### config.mk
export PLATFORM = sky130hd
export DESIGN_NAME = ctrl_opcode_sequencer
export DESIGN_NICKNAME = d
export VERILOG_FILES = /design/src/rtl/ctrl_pkg.sv /design/src/rtl/ctrl_opcode_sequencer.sv
export SDC_FILE = /design/constraint.sdc
export NUM_CORES = 1
export LEC_CHECK = 0
export ABC_AREA = 1
export BUFFER_PORTS_ARGS = -buffer_cell sky130_fd_sc_hd__buf_2
export CAP_MARGIN = 10
export CORE_MARGIN = 2
export CORE_UTILIZATION = 56
export CTS_CLUSTER_DIAMETER = 120
export CTS_CLUSTER_SIZE = 24
export DETAILED_ROUTE_END_ITERATION = 12
export GPL_ROUTABILITY_DRIVEN = 0
export PLACE_DENSITY = 0.82
export SYNTH_ARGS = -nofsm -noshare
export SYNTH_HDL_FRONTEND = slang
export SYNTH_SLANG_ARGS = --single-unit
### constraint.sdc
create_clock -name clk -period 2.6 [get_ports clk]
set_clock_uncertainty 0.2 [all_clocks]
set_input_delay 0.26 -clock clk [delete_from_list [all_inputs] [get_ports clk]]
set_output_delay 0.26 -clock clk [all_outputs]
set_load 0.03 [all_outputs]
### src/rtl/ctrl_pkg.sv
// Shared types and helpers for the macro-command to micro-opcode sequencer.
// Field widths match the 7-bit opcode bus consumed by the control-word decoder.
package ctrl_pkg;

    localparam int OPC_W  = 7;
    localparam int ID_W   = 3;
    localparam int ARG_W  = 2;
    localparam int STEP_W = 2;

    typedef enum logic [0:0] {
        IDLE  = 1'b0,
        ISSUE = 1'b1
    } state_e;

    // Burst length 1..4, needs one more bit than the step counter.
    function automatic logic [STEP_W:0] burst_len(input logic [ID_W-1:0] id);
        return {1'b0, id[1:0]} + (STEP_W+1)'(1);
    endfunction

    function automatic logic [OPC_W-1:0] pack_opcode(input logic [ARG_W-1:0]  arg,
                                                     input logic [ID_W-1:0]   id,
                                                     input logic [STEP_W-1:0] step);
        return {arg, id, step};
    endfunction

endpackage

### src/rtl/ctrl_opcode_sequencer.sv
// Expands handshaked macro commands into bursts of 1-4 micro-opcodes, with
// abort support and a saturating count of completed micro-op handshakes.
module ctrl_opcode_sequencer
    import ctrl_pkg::*;
#(
    parameter int CNT_W = 16
) (
    input  logic             clk,
    input  logic             rst_n,
    input  logic             cmd_valid,
    output logic             cmd_ready,
    input  logic [ID_W-1:0]  cmd_id,
    input  logic [ARG_W-1:0] cmd_arg,
    output logic             op_valid,
    input  logic             op_ready,
    output logic [OPC_W-1:0] op_code,
    output logic             op_last,
    input  logic             abort,
    output logic             abort_done,
    output logic [CNT_W-1:0] issued_cnt
);

    state_e              state_q, state_d;
    logic                cmd_ready_q;
    logic                abort_done_q;
    logic [CNT_W-1:0]    cnt_q;
    logic [ID_W-1:0]     id_q;
    logic [ARG_W-1:0]    arg_q;
    logic [STEP_W-1:0]   step_q;

    logic cmd_hs;
    logic op_hs;
    logic last_beat;

    assign op_valid  = (state_q == ISSUE);
    assign cmd_hs    = cmd_valid & cmd_ready_q;
    assign op_hs     = op_valid & op_ready;
    assign last_beat = ({1'b0, step_q} == (burst_len(id_q) - (STEP_W+1)'(1)));

    always_comb begin
        state_d = state_q;
        case (state_q)
            IDLE:    if (cmd_hs) state_d = ISSUE;
            ISSUE:   if (abort || (op_hs && last_beat)) state_d = IDLE;
            default: state_d = IDLE;
        endcase
    end

    // cmd_ready is registered so it only rises on the first edge after reset.
    always_ff @(posedge clk or negedge rst_n) begin
        if (!rst_n) begin
            state_q      <= IDLE;
            cmd_ready_q  <= 1'b0;
            abort_done_q <= 1'b0;
            cnt_q        <= '0;
        end else begin
            state_q      <= state_d;
            cmd_ready_q  <= (state_d == IDLE);
            abort_done_q <= (state_q == ISSUE) && abort;
            if (op_hs && (cnt_q != {CNT_W{1'b1}}))
                cnt_q <= cnt_q + CNT_W'(1);
        end
    end

    // Command fields are only qualified by op_valid, so they need no reset.
    always_ff @(posedge clk) begin
        if (cmd_hs) begin
            id_q   <= cmd_id;
            arg_q  <= cmd_arg;
            step_q <= '0;
        end else if (op_hs && !last_beat) begin
            step_q <= step_q + STEP_W'(1);
        end
    end

    assign cmd_ready  = cmd_ready_q;
    assign op_code    = op_valid ? pack_opcode(arg_q, id_q, step_q) : '0;
    assign op_last    = op_valid & last_beat;
    assign abort_done = abort_done_q;
    assign issued_cnt = cnt_q;

endmodule

Word level (Yosys, flattened, before mapping):

Cells that the tools add are included.

* register bits after elaboration: 26
* input bits: 10
* output and inout bits: 27
* word-level logic and storage cells: 28

* $add $sub $neg: 4
* equality and inequality tests: 2
* muxes and demuxes: 4
* bitwise logic cells: 5
* reduce and logical (&&, ||, !) cells: 6

Operator list (number)
* adder 16 x 1 -> 16 bit, second input constant: 1
* inequality test 16 bit, second input constant: 1
* 2-to-1 mux 7 bit: 1
* logical AND 1 bit: 4
* adder 2 x 1 -> 3 bit, second input constant: 1
* AND 1 bit: 3
* == test 2 x 3 -> 1 bit: 1
* subtractor 3 x 1 -> 3 bit, second input constant: 1
* adder 2 x 1 -> 2 bit, second input constant: 1
* 2-to-1 mux 1 bit: 2
* inverter 1 bit: 2
* case mux 1 bit (2 select lines): 1
* logical NOT 1 bit: 1
* logical OR 1 bit: 1

Depth between registers and ports, before layout:

* depth in word-level cells: 8
* depth in mapped cells: 9
* mapped depth without buffers: 9

Worst setup path before layout:

No wires, ideal clock.

* path type: register -> register
* start: register cnt_q[0] (netlist: issued_cnt[0])
* end: register cnt_q[8] (netlist: issued_cnt[8])
* library setup time: 0.118 ns
* arrival: 1.591 ns
* data required time: 2.282 ns
* path slack: 0.690 ns
* cell stages (with the launch flop): 10
* path buffers: 1
* period minus slack after synthesis: 1.910 ns
* cells stage by stage: dfrtp_1 ha_1 inv_1 nor2_4 nand2_4 nor2_4 nor2_2 buf_6 nand2_1 nand2_1

* word-level cells in the longest chain between the ends: 2
* elaborated cells on any way between the ends: 3
* classes of those cells: add/sub: 1; eq/ne: 1; reduce/logical: 1

RTL lines
* start: declaration: RTL line ctrl_opcode_sequencer.sv:26 `logic [CNT_W-1:0] cnt_q;`
* start signal: assignment: RTL line ctrl_opcode_sequencer.sv:61 `cnt_q <= cnt_q + CNT_W'(1);`
* parallel branches: the longest is 2 deep, another holds adder 16 x 1 -> 16 bit

Several ways; the timed one is not identified.
A chain may end at the register's enable or synchronous reset.

Final worst setup path:

* start: register cnt_q[0] (netlist: issued_cnt[0])
* end: register cnt_q[9] (netlist: issued_cnt[9])

Same word-level chain as after synthesis.

==> flow_summary.toml <==
[power_and_ir_drop]
clkPwrFrac_pct = 12.1
p_seq_share_pct = 43.6
pwr-share-comb_pct = 44.3
power_switching_uw = 677
p_int_uw = 763
leakage_nw = 0.927
vdd.ir_drop.worst_v = 0.000696
power.density_nw_per_um2 = 821
swShare_pct = 47.0
power_mw = 1.44

[cells_and_area]
drive_above_1_share_pct = 21.8
multiInputGateArea_um2 = 679
fin_area_um2 = 1750
final_cell_mix = "73 x nand2_1, 36 x buf_2, 25 x inv_1"
final_common_cell = "nand2_1"
syn2layout_area_growth_pct = 19.6
fin_nets = 250
fill_cells = 225
regArea_um2 = 666
diodes = 0

[route]
vias = 1362
final_antenna_net_count = 0
first_pass_iters = 4
via_per_inst = 5.08
wl_mm = 3.01
routedWlPerCell_um = 11.2
drt_iter0_drc = 25
drc = 0

[die]
die_h_um = 55.2
ioPinCount = 37
initial_core_util_pct = 59.1
rows = 18
core_region_area_um2 = 2480
die_x_um = 55.2
dieArea_um2 = 3040

[clock_tree]
root_buffer = "clkbuf_4"
ctsLongestPathBuffers = 2
clkLatencyLatePin_ns = 0.32
cts_tree = "yes"
cts.sink_count = 26
cts_setup_buffers = 0
path_clk_slew_ns = 0.14
cts_buffers = 3
h-tree-depth = 1

[timing]
period_minus_slack_ns = 2.03
rsz0062_at_grt = "no"
fmax_mhz = 493
setup_viol = 0
fin_crit_sh_pct = 78.0
slew-limit-headroom_pct = 59.1
tns_ns = 0
worst_slew_pin_slew_ns = 0.612
hold_viol = 0
maxSlewViolCount = 0

[synthesis]
ys_ff_latch = 26
async_flop_share_pct = 73.1
synth-edff-count = 5
synth_nets = 205
post_synth.cell_area_avg_um2 = 7.55
netlist_instances = 194
synth.cell_area_um2 = 1470
synth_cell_types = 25
ys.flop_type = "dfrtp_1"
yosys_warnings = 0
ys_seq_area_share_pct = 45.4

[setup_path]
critical_path_required_ns = 2.66
worst_path_max_delay_cell = "dfrtp_1"
cp_max_fo = 13
start_kind = "flop"
worstSetupPathType = "reg -> reg"
crit_top_cell = "nor2_4"
slowest_delay_ns = 0.47
path_cells = "ha_1 -> inv_1 -> nor2_4 -> nand2_4 -> nor2_4 -> nor2_2 -> nand2_1 -> o21ai_2"
end_kind = "flop"
arrival_ns = 2.09

[status]
status = "finished clean"

[grt]
antenna_found_initial = 0
overflow = 0
first_global_vias = 1178
grt.total_usage_pct = 23.1
grt_max_degree = 20
grt_pass1_wl_mm = 4.97

[hold_path]
worstHoldPathType = "in -> reg"

[placement]
portBuffers = 36
place_area_um2 = 1660
dpl.hpwl_mm = 2.20

[flow_run]
drv_cap = 0
-- power groups by stage --
stage,logic (mW),registers (mW),clock network [mW]
final,0.638,0.627,0.175
after global routing,0.702,0.647,0.198
after CTS,0.643,0.629,0.180
after detailed placement,0.633,0.636,0
after global placement,0.625,0.636,0
after floorplan,0.384,0.725,0
-- cell usage after synthesis (3+ instances only) --
cell type / n / area (um2)
o21ai_0: 3 / 15.0
inv_1: 25 / 93.8
nor2_2: 3 / 18.8
nand2_1: 73 / 274
edfxtp_1: 5 / 150
xnor2_1: 6 / 52.6
nand3_1: 10 / 50.1
nor2_1: 21 / 78.8
dfrtp_1: 19 / 475
o21ai_2: 4 / 35.0
nand4_1: 4 / 25.0
-- cell type report --
class	instances	area share (%)
clock inverter	1	0.214
inverter	25	5.35
clock buffer	3	1.28
sequential	26	38.0
timing repair buffer	43	14.3
multi-input combinational	140	38.8
tap	30	2.14
-- state kept, by name (all words and copies together) (netlist names) --
name / count
step_q: 2
issued_cnt: 16
cmd_ready: 1
arg_q: 2
op_valid: 1
abort_done: 1
id_q: 3
-- final timing paths --
path	start	to	slack, ns	depth (start not counted)
setup / recovery	issued_cnt[0]$_DFFE_PN0P_	issued_cnt[9]$_DFFE_PN0P_	0.57	8
hold / removal	cmd_valid	step_q[0]$_SDFFE_PP0P_	0.17	4
setup reg to reg	issued_cnt[0]$_DFFE_PN0P_	issued_cnt[9]$_DFFE_PN0P_	0.57	8
hold reg to reg	step_q[1]$_SDFFE_PP0P_	step_q[1]$_SDFFE_PP0P_	0.33	2
max in group asynchronous	rst_n	issued_cnt[0]$_DFFE_PN0P_	1.71	2
min in group asynchronous	rst_n	issued_cnt[1]$_DFFE_PN0P_	0.19	2
-- worst max-delay path, delay by kind of cell, from the launching register on --
family / cells / cell delay (ns)
buffers and inverters: 1 / 0.12
AND/OR/NAND/NOR: 5 / 0.82
adder cells (fa/ha/maj): 1 / 0.28
AO/OA/AOI/OAI: 1 / 0.08
flip-flops: 1 / 0.47
-- kinds of logic after synthesis --
| kind of cell | share of synthesized area, % |
|---|---|
| AOI/OAI and AO/OA | 4.44 |
| xor gates and xnor gates | 4.78 |
| adders and majority gates | 0.854 |
| buffers and inverters | 8.20 |
| DFF | 45.4 |
| and+or+nand+nor | 36.3 |
-- metal layers --
layer | share of wire, % | vias up | global-route usage (%)
li1 | - | 683 | -
met1 | 42 | 627 | 28.9
met2 | 51 | 46 | 40.9
met3 | 5.1 | 6 | 3.49
met4 | 0.96 | 0 | 7.32
met5 | 0 | - | 0
-- stage by stage --
stage	std cells	utilization [%]	hold slack, ns	worst slack, ns
final	268	70.8	0.170	0.573
after global placement	257	66.9	0.0196	0.692
after CTS	268	70.8	0.167	0.563
after global routing	268	70.8	0.205	0.439
after detailed placement	257	66.9	0.0215	0.595
after floorplan	194	-	-0.236	0.690
-- what timing repair did --
item	CTS	global route
setup endpoints to repair	0	0
gates resized for setup	0	0
hold endpoints to repair	25	0
hold buffers	7	0
No activity file was read; power rests on OpenSTA's default activity.
